### src/rtl/hist_readout_streamer.sv
// Histogram readout streamer: walks every bin over a sync read port and emits a framed byte stream.
// Latency: first byte (HDR) valid 1 cycle after start is sampled in IDLE; 2-cycle bubble (RD, WT) between bins.
// Backpressure: tx_valid/tx_ready; a presented byte holds stable until accepted, FSM stalls otherwise.
//
// Ports:
//   clk, reset_n        clock, synchronous active-low reset
//   start               begin a frame (sampled only in IDLE)
//   busy, done          frame in progress / one-cycle completion pulse
//   rd_en, rd_addr      read strobe and bin index to the histogram RAM
//   rd_data             bin count, valid one cycle after rd_en
//   tx_data, tx_valid   stream byte out
//   tx_ready            downstream accepts byte on tx_valid && tx_ready
//
// Optional feature macro: HIST_STREAM_CKSUM_EN adds a trailing XOR checksum byte.
// Frame: HDR_BYTE, NUM_OUT[7:0], per bin CNT_W/8 count bytes MSB first, [checksum].

module hist_readout_streamer #(
    parameter int         NUM_OUT  = 8,
    parameter int         CNT_W    = 32,
    parameter logic [7:0] HDR_BYTE = 8'hA5
) (
    input  logic               clk,
    input  logic               reset_n,
    input  logic               start,
    output logic               busy,
    output logic               done,
    output logic               rd_en,
    output logic [NUM_OUT-1:0] rd_addr,
    input  logic [CNT_W-1:0]   rd_data,
    output logic [7:0]         tx_data,
    output logic               tx_valid,
    input  logic               tx_ready
);

    localparam int                 NBYTES    = CNT_W / 8;
    localparam int                 BCW       = (NBYTES > 1) ? $clog2(NBYTES) : 1;
    localparam logic [BCW-1:0]     LAST_BYTE = BCW'(NBYTES - 1);
    localparam logic [NUM_OUT-1:0] LAST_BIN  = '1;

    typedef enum logic [2:0] {
        S_IDLE,
        S_HDR,
        S_LEN,
        S_RD,
        S_WT,
        S_TXB,
`ifdef HIST_STREAM_CKSUM_EN
        S_CK,
`endif
        S_DONE
    } state_t;

    state_t           state;
    state_t           state_nxt;
    logic [CNT_W-1:0] shreg;
    logic [BCW-1:0]   byte_cnt;
    logic             hs;
    logic             last_byte;

    assign hs        = tx_valid && tx_ready;
    assign last_byte = (byte_cnt == LAST_BYTE);

`ifdef HIST_STREAM_CKSUM_EN
    logic [7:0] cksum;

    // Running XOR of every byte accepted from HDR through the last count byte.
    always_ff @(posedge clk) begin
        if (!reset_n) begin
            cksum <= '0;
        end else if (state == S_IDLE && start) begin
            cksum <= '0;
        end else if (hs && state != S_CK) begin
            cksum <= cksum ^ tx_data;
        end
    end
`endif

    // State register
    always_ff @(posedge clk) begin
        if (!reset_n) begin
            state <= S_IDLE;
        end else begin
            state <= state_nxt;
        end
    end

    // Datapath: address walker, count shift register, per-bin byte counter
    always_ff @(posedge clk) begin
        if (!reset_n) begin
            rd_addr  <= '0;
            shreg    <= '0;
            byte_cnt <= '0;
        end else begin
            case (state)
                S_WT: begin
                    // rd_data is only trusted here, one cycle after the RD strobe.
                    shreg    <= rd_data;
                    byte_cnt <= '0;
                end
                S_TXB: begin
                    if (hs) begin
                        shreg    <= shreg << 8;
                        byte_cnt <= byte_cnt + BCW'(1);
                        // Last bin leaves rd_addr in place; DONE clears it, so it never wraps.
                        if (last_byte && rd_addr != LAST_BIN) begin
                            rd_addr <= rd_addr + NUM_OUT'(1);
                        end
                    end
                end
                S_DONE: rd_addr <= '0;
                default: ;
            endcase
        end
    end

    // Next-state logic
    always_comb begin
        state_nxt = state;
        case (state)
            S_IDLE: if (start) state_nxt = S_HDR;
            S_HDR:  if (hs) state_nxt = S_LEN;
            S_LEN:  if (hs) state_nxt = S_RD;
            S_RD:   state_nxt = S_WT;
            S_WT:   state_nxt = S_TXB;
            S_TXB: begin
                if (hs && last_byte) begin
                    if (rd_addr == LAST_BIN) begin
`ifdef HIST_STREAM_CKSUM_EN
                        state_nxt = S_CK;
`else
                        state_nxt = S_DONE;
`endif
                    end else begin
                        state_nxt = S_RD;
                    end
                end
            end
`ifdef HIST_STREAM_CKSUM_EN
            S_CK:   if (hs) state_nxt = S_DONE;
`endif
            S_DONE: state_nxt = S_IDLE;
            default: state_nxt = S_IDLE;
        endcase
    end

    // Outputs decoded from state; tx_data only changes with state/shreg, which hold while stalled.
    always_comb begin
        busy     = (state != S_IDLE);
        done     = (state == S_DONE);
        rd_en    = (state == S_RD);
        tx_valid = 1'b0;
        tx_data  = 8'h00;
        case (state)
            S_HDR: begin
                tx_valid = 1'b1;
                tx_data  = HDR_BYTE;
            end
            S_LEN: begin
                tx_valid = 1'b1;
                tx_data  = 8'(NUM_OUT);
            end
            S_TXB: begin
                tx_valid = 1'b1;
                tx_data  = shreg[CNT_W-1 -: 8];
            end
`ifdef HIST_STREAM_CKSUM_EN
            S_CK: begin
                tx_valid = 1'b1;
                tx_data  = cksum;
            end
`endif
            default: ;
        endcase
    end

endmodule

### config.mk
export PLATFORM = sky130hd
export DESIGN_NAME = hist_readout_streamer
export DESIGN_NICKNAME = d
export VERILOG_FILES = /design/src/rtl/hist_readout_streamer.sv
export SDC_FILE = /design/constraint.sdc
export NUM_CORES = 1
export LEC_CHECK = 0
export CAP_MARGIN = 20
export CORE_MARGIN = 1
export CORE_UTILIZATION = 45
export CTS_BUF_LIST = sky130_fd_sc_hd__clkbuf_8
export DETAILED_ROUTE_END_ITERATION = 10
export HOLD_SLACK_MARGIN = 0.12
export PLACE_DENSITY_LB_ADDON = 0.3
export SLEW_MARGIN = 20
export SYNTH_ARGS = -nofsm -noshare
export SYNTH_HDL_FRONTEND = slang
export SYNTH_SLANG_ARGS = --single-unit
### constraint.sdc
create_clock -name clk -period 1.61 [get_ports clk]
set_clock_uncertainty 0.05 [all_clocks]
set_input_delay 0.2415 -clock clk [delete_from_list [all_inputs] [get_ports clk]]
set_output_delay 0.2415 -clock clk [all_outputs]
set_load 0.02 [all_outputs]
==> results.md, run 1 <==
Routing:
- The average routed wire per standard cell is 14.19 um.
- The detailed-route vias per instance is 5.592.
- The total wire length after detailed routing is 5.490 mm.
- The residual DRC count is 0.
- Detailed routing inserted a total of 2,164 vias.
- The count of nets left with antenna violations once routing finished came out at 0.
- The iteration count of the initial detailed-routing pass is 4.
- After the first detailed-routing iteration, the DRC count stood at 108.

Clock network:
- Clock-pin slew was measured on the worst setup and hold paths at 0.08 ns.
- The master cell of the clock root buffer is sky130_fd_sc_hd__clkbuf_8.
- The clock reaches the later pin of the worst-skew pair after 0.30 ns.
- Counting the buffers created by CTS gives 5.
- Counting along the longest clock path gives a buffer depth of 2.
- The clock tree from TritonCTS is yes.
- The clock sink total is 45.
- Buffers inserted to repair hold after CTS numbered 0.
- In this run the number of H-tree levels came out at 2.

STA:
- The achievable clock frequency is 617.8 MHz.
- The count of final setup violators is 1.
- The final worst-path setup slack is -0.008649 ns.
- Headroom to the max-slew limit came out at 0.7951.
- Hold timing on the final database bottoms out at a slack of 0.4171 ns.
- For the pin with the worst max-slew slack, the measured transition is 0.3067 ns.
- The post-route minimum period is 1.619 ns.
- Setup repair after global routing could not meet its margin everywhere.
- The number of endpoints with negative hold slack in the final report is 0.
- The ratio of final minimum period to clock period is 1.005.
- The number of slew-limit violations in the final report is 0.

Setup path:
- The kind of capture point of the worst setup path is an output port.
- For this run, the slowest stage of the critical path takes 0.38 ns.
- The worst setup path is of the flip-flop to output port kind.
- The largest fanout on the critical path is 6.
- The data arrival time of the critical path is 1.33 ns.
- The depth of the worst register-to-register path is 5.
- The slowest cell on the critical path is sky130_fd_sc_hd__dfxtp_4.
- Traced cell by cell, the critical path runs through buf_4 -> or3_1 -> buf_6.
- The worst setup path is launched from a flip-flop.
- The required time reported for the critical path endpoint is 1.32 ns.

Power:
- The share of total power dissipated in the clock network is 0.360.
- The design draws 0.002431 W.
- The internal portion of the total power is 0.001855 W.
- The power density of the placed cells is 800.4 mW/mm^2.
- The analysis attributes to cell leakage a power of 1.232 nW.
- The largest vdd supply drop is 0.0005577 V.
- The share of total power dissipated in combinational logic is 0.163.
- The proportion of power drawn by flip-flops and latches is 0.478.
- The proportion of total power due to net switching is 0.2369.
- For this design the total switching power over the nets is 0.0005759 W.

Synth:
- The post-synthesis cell type with the largest combined area is sky130_fd_sc_hd__dfxtp_1.
- The share of synthesized registers carrying an async set or reset is 0.
- The number of synthesized flops with an enable pin is 0.
- In this run, distinct cell masters in the synthesized netlist total 39.
- In the post-synthesis netlist, the biggest area contributors are sky130_fd_sc_hd__dfxtp_1 (43%), sky130_fd_sc_hd__nand2_1 (9.6%), sky130_fd_sc_hd__a31oi_1 (7.2%), sky130_fd_sc_hd__o21ai_0 (6.8%), sky130_fd_sc_hd__nor2b_1 (3.0%).
- The average instance in the mapped netlist occupies 8.000 um^2.
- The area share of the leading cell type in the synthesized netlist is 0.4348.
- The mapped netlist covers 0.002072 mm^2.
- The count of yosys warnings during synthesis is 0.
- The number of nets handed over by synthesis was 297.
- The sequential area share after synthesis is 0.4348.
- The number of cells produced by synthesis is 259.
- The primary flip-flop cell chosen by synthesis mapping is sky130_fd_sc_hd__dfxtp_1.
- The post-synthesis register bit count is 45.

Global routing:
- The combined global-route utilization of all metal layers is 0.2350.
- The total overflow left after global routing is 0.
- The maximum number of pins on one net before global-route repair is 32.
- The initial antenna violation count is 0.
- The wire length of the first global-routing pass is 9.252 mm.
- The number of global-route vias before repair was 1,924.

Die:
- The area of the core is 0.004384 mm^2.
- The standard-cell row count is 24.
- The die span in y is 69.86 um.
- 56 I/O pins were placed.
- For this configuration, the core starts out at a cell density of 0.4726.
- In this run the horizontal extent of the chip is 69.86 um.
- The area of the die is 0.004880 mm^2.

Final layout:
- The final standard cell count with taps included and fillers excluded is 387.
- The final core area utilization is 0.6926.
- The number of diodes is 0.
- At the end of the flow, the number of nets in the layout was 372.
- The area growth from synthesis to layout is 46.56%.
- Of the cells placed in the final design, the portion with a size suffix greater than 1 is 0.2060.

Hold path:
- The path category of the worst min-delay check is flip-flop to flip-flop.
- The worst hold path depth is 2.

Placement:
- Port buffering added 55 buffers.
- Detailed placement finished with a half-perimeter wire length of 3.437 mm.
- The final weighted congestion in routability-driven placement is 0.8168.
- Including well taps, the total number of placed cells is 377.

Outcome:
- The run finished, with violations left.
- The checks that failed: setup timing.

Flow run:
- Max-cap violations in this run came to 0.
==> layout make-up <==
class	count	area [um^2]
Sequential cell	45	914.6
Timing Repair Buffer	85	785.8
Clock buffer	6	82.58
Tap cell	52	65.06
Multi-Input combinational cell	188	1121
Inverter	9	33.78
Clock inverter	2	33.78
Fill cell	371	1348
==> sequential cells by signal, summed over array words and instances, names as in the netlist <==
register,count
rd_addr,8
state,3
byte_cnt,2
shreg,32
==> power by group through the flow <==
stage          clock network (W)  logic, W  registers [W]
2_1_floorplan                  0  0.000157        0.00118
3_3_place_gp                   0  0.000363        0.00118
3_5_place_dp                   0  0.000366        0.00118
4_1_cts                 0.000893  0.000367        0.00116
5_1_grt                 0.000941  0.000424        0.00116
6_report                0.000875  0.000395        0.00116
==> worst max-delay path, delay by kind of cell, from the launching register on <==
kind                   cells  cell delay (ns)
DFF                        1             0.38
and+or+nand+nor            1             0.35
buffers and inverters      2             0.30
==> what timing repair did <==
action | CTS | global route
resized for setup | 65 | 16
hold endpoints to repair | 0 | 0
gates cloned | 1 | 0
endpoints found under the setup margin | 53 | 12
pin swaps | 1 | 2
setup buffers | 1 | 1
==> per-layer routing <==
layer  routed length [um]  vias to the layer above  global-route usage  share of wire
li1                     -                     1067                   -              -
met4                   65                        0             0.08000          0.012
met2                 2628                       77              0.3504           0.48
met3                  290                        6             0.05051          0.053
met5                    0                        -                   0              0
met1                 2504                     1014              0.3361           0.46
==> layout by cell type (no fill, tap or decap), drive strengths merged, types with 3 or more instances in the layout <==
master,n
o21ai,29
a21oi,6
or3,4
dlygate4sd2,5
nand4,3
nor2,9
nand2b,3
clkbuf,6
a22oi,8
clkdlybuf4s50,38
nand3,7
dfxtp,45
o21a,3
nand2,54
nor2b,10
and3,5
inv,10
buf,41
a31oi,24
==> logic make-up after synthesis <==
kind of cell / count (synthesis) / synth area share
compound gates: 81 / 0.2397
xor+xnor: 2 / 0.008456
fa+ha+maj: 2 / 0.01208
buf+inv: 26 / 0.05737
flops: 45 / 0.4348
mux: 2 / 0.009662
simple gates: 101 / 0.2379
==> cell usage after synthesis (3+ instances only) <==
cell,number
sky130_fd_sc_hd__buf_2,8
sky130_fd_sc_hd__a21oi_1,6
sky130_fd_sc_hd__or3_1,4
sky130_fd_sc_hd__nand3_1,6
sky130_fd_sc_hd__nor2b_1,10
sky130_fd_sc_hd__clkbuf_1,6
sky130_fd_sc_hd__a22oi_1,8
sky130_fd_sc_hd__nand4_1,3
sky130_fd_sc_hd__o21a_1,3
sky130_fd_sc_hd__buf_4,3
sky130_fd_sc_hd__and3_1,5
sky130_fd_sc_hd__o21ai_0,28
sky130_fd_sc_hd__nor2_1,8
sky130_fd_sc_hd__a31oi_1,24
sky130_fd_sc_hd__dfxtp_1,45
sky130_fd_sc_hd__nand2_1,53
sky130_fd_sc_hd__inv_1,9
==> final timing paths <==
| path | endpoint | from | slack, ns |
|---|---|---|---|
| worst max-delay path | busy | state[0] | -0.009 |
| worst min-delay path | shreg[20] | shreg[12] | 0.42 |
| worst max register to register | rd_addr[4] | rd_addr[0] | 0.05 |
| worst min register to register | shreg[20] | shreg[12] | 0.42 |
==> metrics by stage <==
step                instance area (um^2)   TNS [ns]  worst slack [ns]
finish                              3037  -0.008649         -0.008649
global route                        3037   -0.08963          -0.04987
CTS                                 2999  -0.004523         -0.004523
detailed placement                  2855     -3.133           -0.1723
global placement                    2855     -1.629          -0.09563
floorplan                           2090          0           0.03401
(Power assumes the default switching activity.)
==> run 2, diff against run 1 <==
--- a/config.mk
+++ b/config.mk
@@ -10,7 +10,7 @@
 export CORE_UTILIZATION = 45
 export CTS_BUF_LIST = sky130_fd_sc_hd__clkbuf_8
 export DETAILED_ROUTE_END_ITERATION = 10
-export HOLD_SLACK_MARGIN = 0.12
+export HOLD_SLACK_MARGIN = 0.05
 export PLACE_DENSITY_LB_ADDON = 0.3
 export SLEW_MARGIN = 20
 export SYNTH_ARGS = -nofsm -noshare
==> results of run 2 <==
No change in the layout: final DEF, timing and power equal those of run 1.
==> run 3, diff against run 2 <==
--- a/config.mk
+++ b/config.mk
@@ -6,12 +6,14 @@
 export NUM_CORES = 1
 export LEC_CHECK = 0
 export CAP_MARGIN = 20
+export CORE_ASPECT_RATIO = 1.5
 export CORE_MARGIN = 1
 export CORE_UTILIZATION = 45
 export CTS_BUF_LIST = sky130_fd_sc_hd__clkbuf_8
 export DETAILED_ROUTE_END_ITERATION = 10
+export GPL_ROUTABILITY_DRIVEN = 1
 export HOLD_SLACK_MARGIN = 0.05
-export PLACE_DENSITY_LB_ADDON = 0.3
+export PLACE_DENSITY_LB_ADDON = 0.08
 export SLEW_MARGIN = 20
 export SYNTH_ARGS = -nofsm -noshare
 export SYNTH_HDL_FRONTEND = slang
==> run 3 against run 2 <==
The flow finishes with violations (DRC). Hold slack better by 0.0048 ns. Global-route usage down 1.7 points. Sequential share of layout area up 0.68 points. Clock power down 24%. Setup slack better by 0.021 ns. Power down 9.5%. Flip-flop and latch count unchanged. Combinational power down 6.3%. Sequential power about the same. Critical path type is now flip-flop to flip-flop. Critical endpoint is now rd_addr[4].
==> results.md, run 3 (synthesized netlist as in run 1, its figures left out) <==
Outcome:
- Outcome: finished with violations (unchanged).
- Violated checks: DRC (was setup timing).

Die:
- The area of the die is 0.004885 mm^2 (was 0.004880 mm^2).
- The initial core utilization is 0.4799 (was 0.4726).
- The standard-cell row count is 29 (was 24).
- The I/O pin count was 56 (unchanged).
- The die outline width is 57.41 um (was 69.86 um).
- The die span in y was 85.11 um (was 69.86 um).
- The area of the core is 0.004318 mm^2 (was 0.004384 mm^2).

Hold path:
- The path category of the worst min-delay check is flip-flop to flip-flop (unchanged).

Global routing:
- The combined global-route utilization of all metal layers is 0.2184 (was 0.2350).
- The initial antenna violation count is 0 (unchanged).
- The sum of overflow across all layers after global routing is 0 (unchanged).
- The number of global-route vias before repair came to 1,874 (was 1,924).
- The maximum number of pins on one net before global-route repair is 50 (was 32).
- The wire length of the first global-routing pass was 8.362 mm (was 9.252 mm).

Setup path:
- The slowest cell on the critical path was sky130_fd_sc_hd__or4b_4 (was sky130_fd_sc_hd__dfxtp_4).
- The kind of capture point of the worst setup path is a flip-flop (was output port).
- The maximum cell stage delay along the critical path was 0.54 ns (was 0.38 ns).
- The critical path startpoint category is a flip-flop (unchanged).
- The worst path buffer plus inverter count is 2 (unchanged).
- The largest fanout on the critical path came to 8 (was 6).
- The type of the setup path with the least slack is flip-flop to flip-flop (was flip-flop to output port).
- The kind of cell with the highest combined delay on the critical path is simple AND/OR/NAND/NOR gates (was flip-flops).
- Critical path cell sequence: buf_4 -> buf_6 -> nand3_2 -> or4b_4 -> xor2_1 -> nor2_1 (was buf_4 -> or3_1 -> buf_6).
- The required time reported for the critical path endpoint is 1.75 ns (was 1.32 ns).
- The data arrival time of the critical path came to 1.73 ns (was 1.33 ns).

Routing:
- The total wire length after detailed routing is 5.254 mm (was 5.490 mm).
- The topmost layer with routed signal wires is met4 (unchanged).
- The wire length the detailed router placed on met1 came to 2.274 mm (was 2.504 mm).
- The routed length on met3 came to 246 um (was 290 um).
- The detailed-route vias per instance is 5.602 (was 5.592).
- The iteration count of the initial detailed-routing pass is 7 (was 4).
- The residual DRC count is 3 (was 0).
- The total via count in the routed design came to 2,112 (was 2,164).
- The met2 wirelength from detailed routing came to 2.632 mm (was 2.628 mm).
- The number of design-rule violations left by the first detailed-router iteration is 134 (was 108).
- The number of nets with antenna violations after detailed routing is 0 (unchanged).
- The average routed wire per standard cell is 13.94 um (was 14.19 um).

Clock network:
- The clock tree from TritonCTS is yes (unchanged).
- The total clock buffers created by CTS is 5 (unchanged).
- The clock slew at the register clock pins of the worst setup and hold paths is 0.08 ns (about the same).
- The number of H-tree branching levels was 2 (unchanged).
- The largest buffer count on any clock path was 2 (unchanged).
- The clock sink total was 45 (unchanged).
- The number of buffers added to fix hold violations after cts was 0 (unchanged).
- The post-CTS setup repair buffer count is 0 (was 1).
- The master cell of the clock root buffer was sky130_fd_sc_hd__clkbuf_8 (unchanged).
- The clock insertion delay at the later pin of the skew report is 0.30 ns (about the same).

STA:
- The final worst-path setup slack is 0.01284 ns (was -0.008649 ns).
- Setup repair after global routing missed its margin: true (unchanged).
- The number of endpoints with negative hold slack in the final report came to 0 (unchanged).
- The achievable clock frequency is 626.1 MHz (was 617.8 MHz).
- The setup total negative slack is 0 ns (was -0.008649 ns).
- The ratio of final minimum period to clock period is 0.9920 (was 1.005).
- The post-route minimum period came to 1.597 ns (was 1.619 ns).
- The slew at the pin closest to its max-slew limit came to 0.3062 ns (was 0.3067 ns).
- The count of final setup violators is 0 (was 1).
- The number of slew-limit violations in the final report is 0 (unchanged).
- The relative slew slack is 0.7952 (was 0.7951).

Final layout:
- The fraction of final layout cells sized beyond drive strength 1 is 0.1994 (was 0.2060).
- The final standard cell count with taps included and fillers excluded is 377 (was 387).
- Top Registers: shreg: 32 flops, rd_addr: 8 flops, state: 3 flops (unchanged).
- The area growth from synthesis to final layout is 43.72% (was 46.56%).
- The area taken by flip-flops and latches is 917.1 um^2 (was 914.6 um^2).
- The number of nets in the finished design was 368 (was 372).
- The most common cell after layout, fill and taps aside is sky130_fd_sc_hd__nand2_1 (unchanged).
- The filler cell count is 364 (was 371).
- Most frequent cells in the layout: sky130_fd_sc_hd__nand2_1 (52), sky130_fd_sc_hd__dfxtp_1 (40), sky130_fd_sc_hd__clkdlybuf4s50_1 (36) (was sky130_fd_sc_hd__nand2_1 (52), sky130_fd_sc_hd__dfxtp_1 (40), sky130_fd_sc_hd__clkdlybuf4s50_1 (38)).
- The number of diodes is 0 (unchanged).
- The flip-flop count of the largest register after layout is 32 (unchanged).
- The register ranked first by flip-flop count is shreg (unchanged).
- The multi-input gate area in the final layout is 0.001147 mm^2 (was 0.001121 mm^2).

Placement:
- The count of port buffers added during placement was 55 (unchanged).
- The setup slack after placement is -0.1405 ns (was -0.1723 ns).
- The half-perimeter wire length after placement is 3.484 mm (was 3.437 mm).
- The placed cell count is 368 (was 377).
- The final weighted congestion in routability-driven placement is 0.9223 (was 0.8168).

Power:
- The leakage power figure is 1.230 nW (was 1.232 nW).
- The final total power is 0.002200 W (was 0.002431 W).
- The power density of the placed cells is 738.7 mW/mm^2 (was 800.4 mW/mm^2).
- The largest vdd supply drop came to 0.0006031 V (was 0.0005577 V).

Flow run:
- The count of maximum capacitance violations is 0 (unchanged).
run 3: changes by cell type in the layout (fill, tap and decap cells not counted), moves of 2 or more:
cell,change
sky130_fd_sc_hd__inv_1,+2
sky130_fd_sc_hd__buf_6,+2
sky130_fd_sc_hd__buf_2,+2
sky130_fd_sc_hd__clkdlybuf4s50_1,-2
sky130_fd_sc_hd__buf_4,-7
run 3: report_power, final:
part	leakage (nW)	total [W]	internal, W	switching [W]
logic	0.812	0.000370	0.000198	0.000172
clock network	0.0511	0.000668	0.000296	0.000372
registers	0.367	0.00116	0.00114	0.0000230
total	1.23	0.00220	0.00163	0.000568
run 3: routing by layer:
| layer | global-route usage | vias up |
|---|---|---|
| li1 | - | 1059 |
| met1 | 0.2675 | 974 |
| met2 | 0.3710 | 70 |
| met3 | 0.03659 | 9 |
| met4 | 0.09313 | 0 |
| met5 | 0 | - |
run 3: worst min-delay path: cells and delay by family, from the launching register on:
family           cells  cell delay, ns
AO/OA/AOI/OAI        1            0.07
flip-flops           1            0.31
AND/OR/NAND/NOR      1            0.05
run 3: layout make-up:
class	instances	share of cell area
Multi-Input combinational cell	188	0.3853
Sequential cell	45	0.3080
Timing Repair Buffer	81	0.2483
Clock buffer	5	0.02311
Tap cell	46	0.01933
Inverter	9	0.01134
Clock inverter	3	0.004622
run 3: path summary, 6_finish.rpt:
kind	startpoint	to	slack [ns]	cells past startpoint
max	state[0]	rd_addr[4]	0.01	6
min	shreg[17]	shreg[25]	0.42	2
max reg2reg	state[0]	rd_addr[4]	0.01	6
min reg2reg	shreg[17]	shreg[25]	0.42	2
run 3: timing repair:
action,4_1_cts,5_1_grt
pin swaps,1,3
gates resized for setup,59,31
endpoints found under the setup margin,58,53
gates cloned,0,1
run 3: stage by stage:
step	hold WS, ns	instance area (um^2)	utilization
finish	0.4219	2978	0.6897
global route	0.4367	2978	0.6897
CTS	0.4231	2883	0.6676
detailed placement	0.4108	2813	0.6514
global placement	0.4022	2813	0.6514
floorplan	0.3462	2090	-
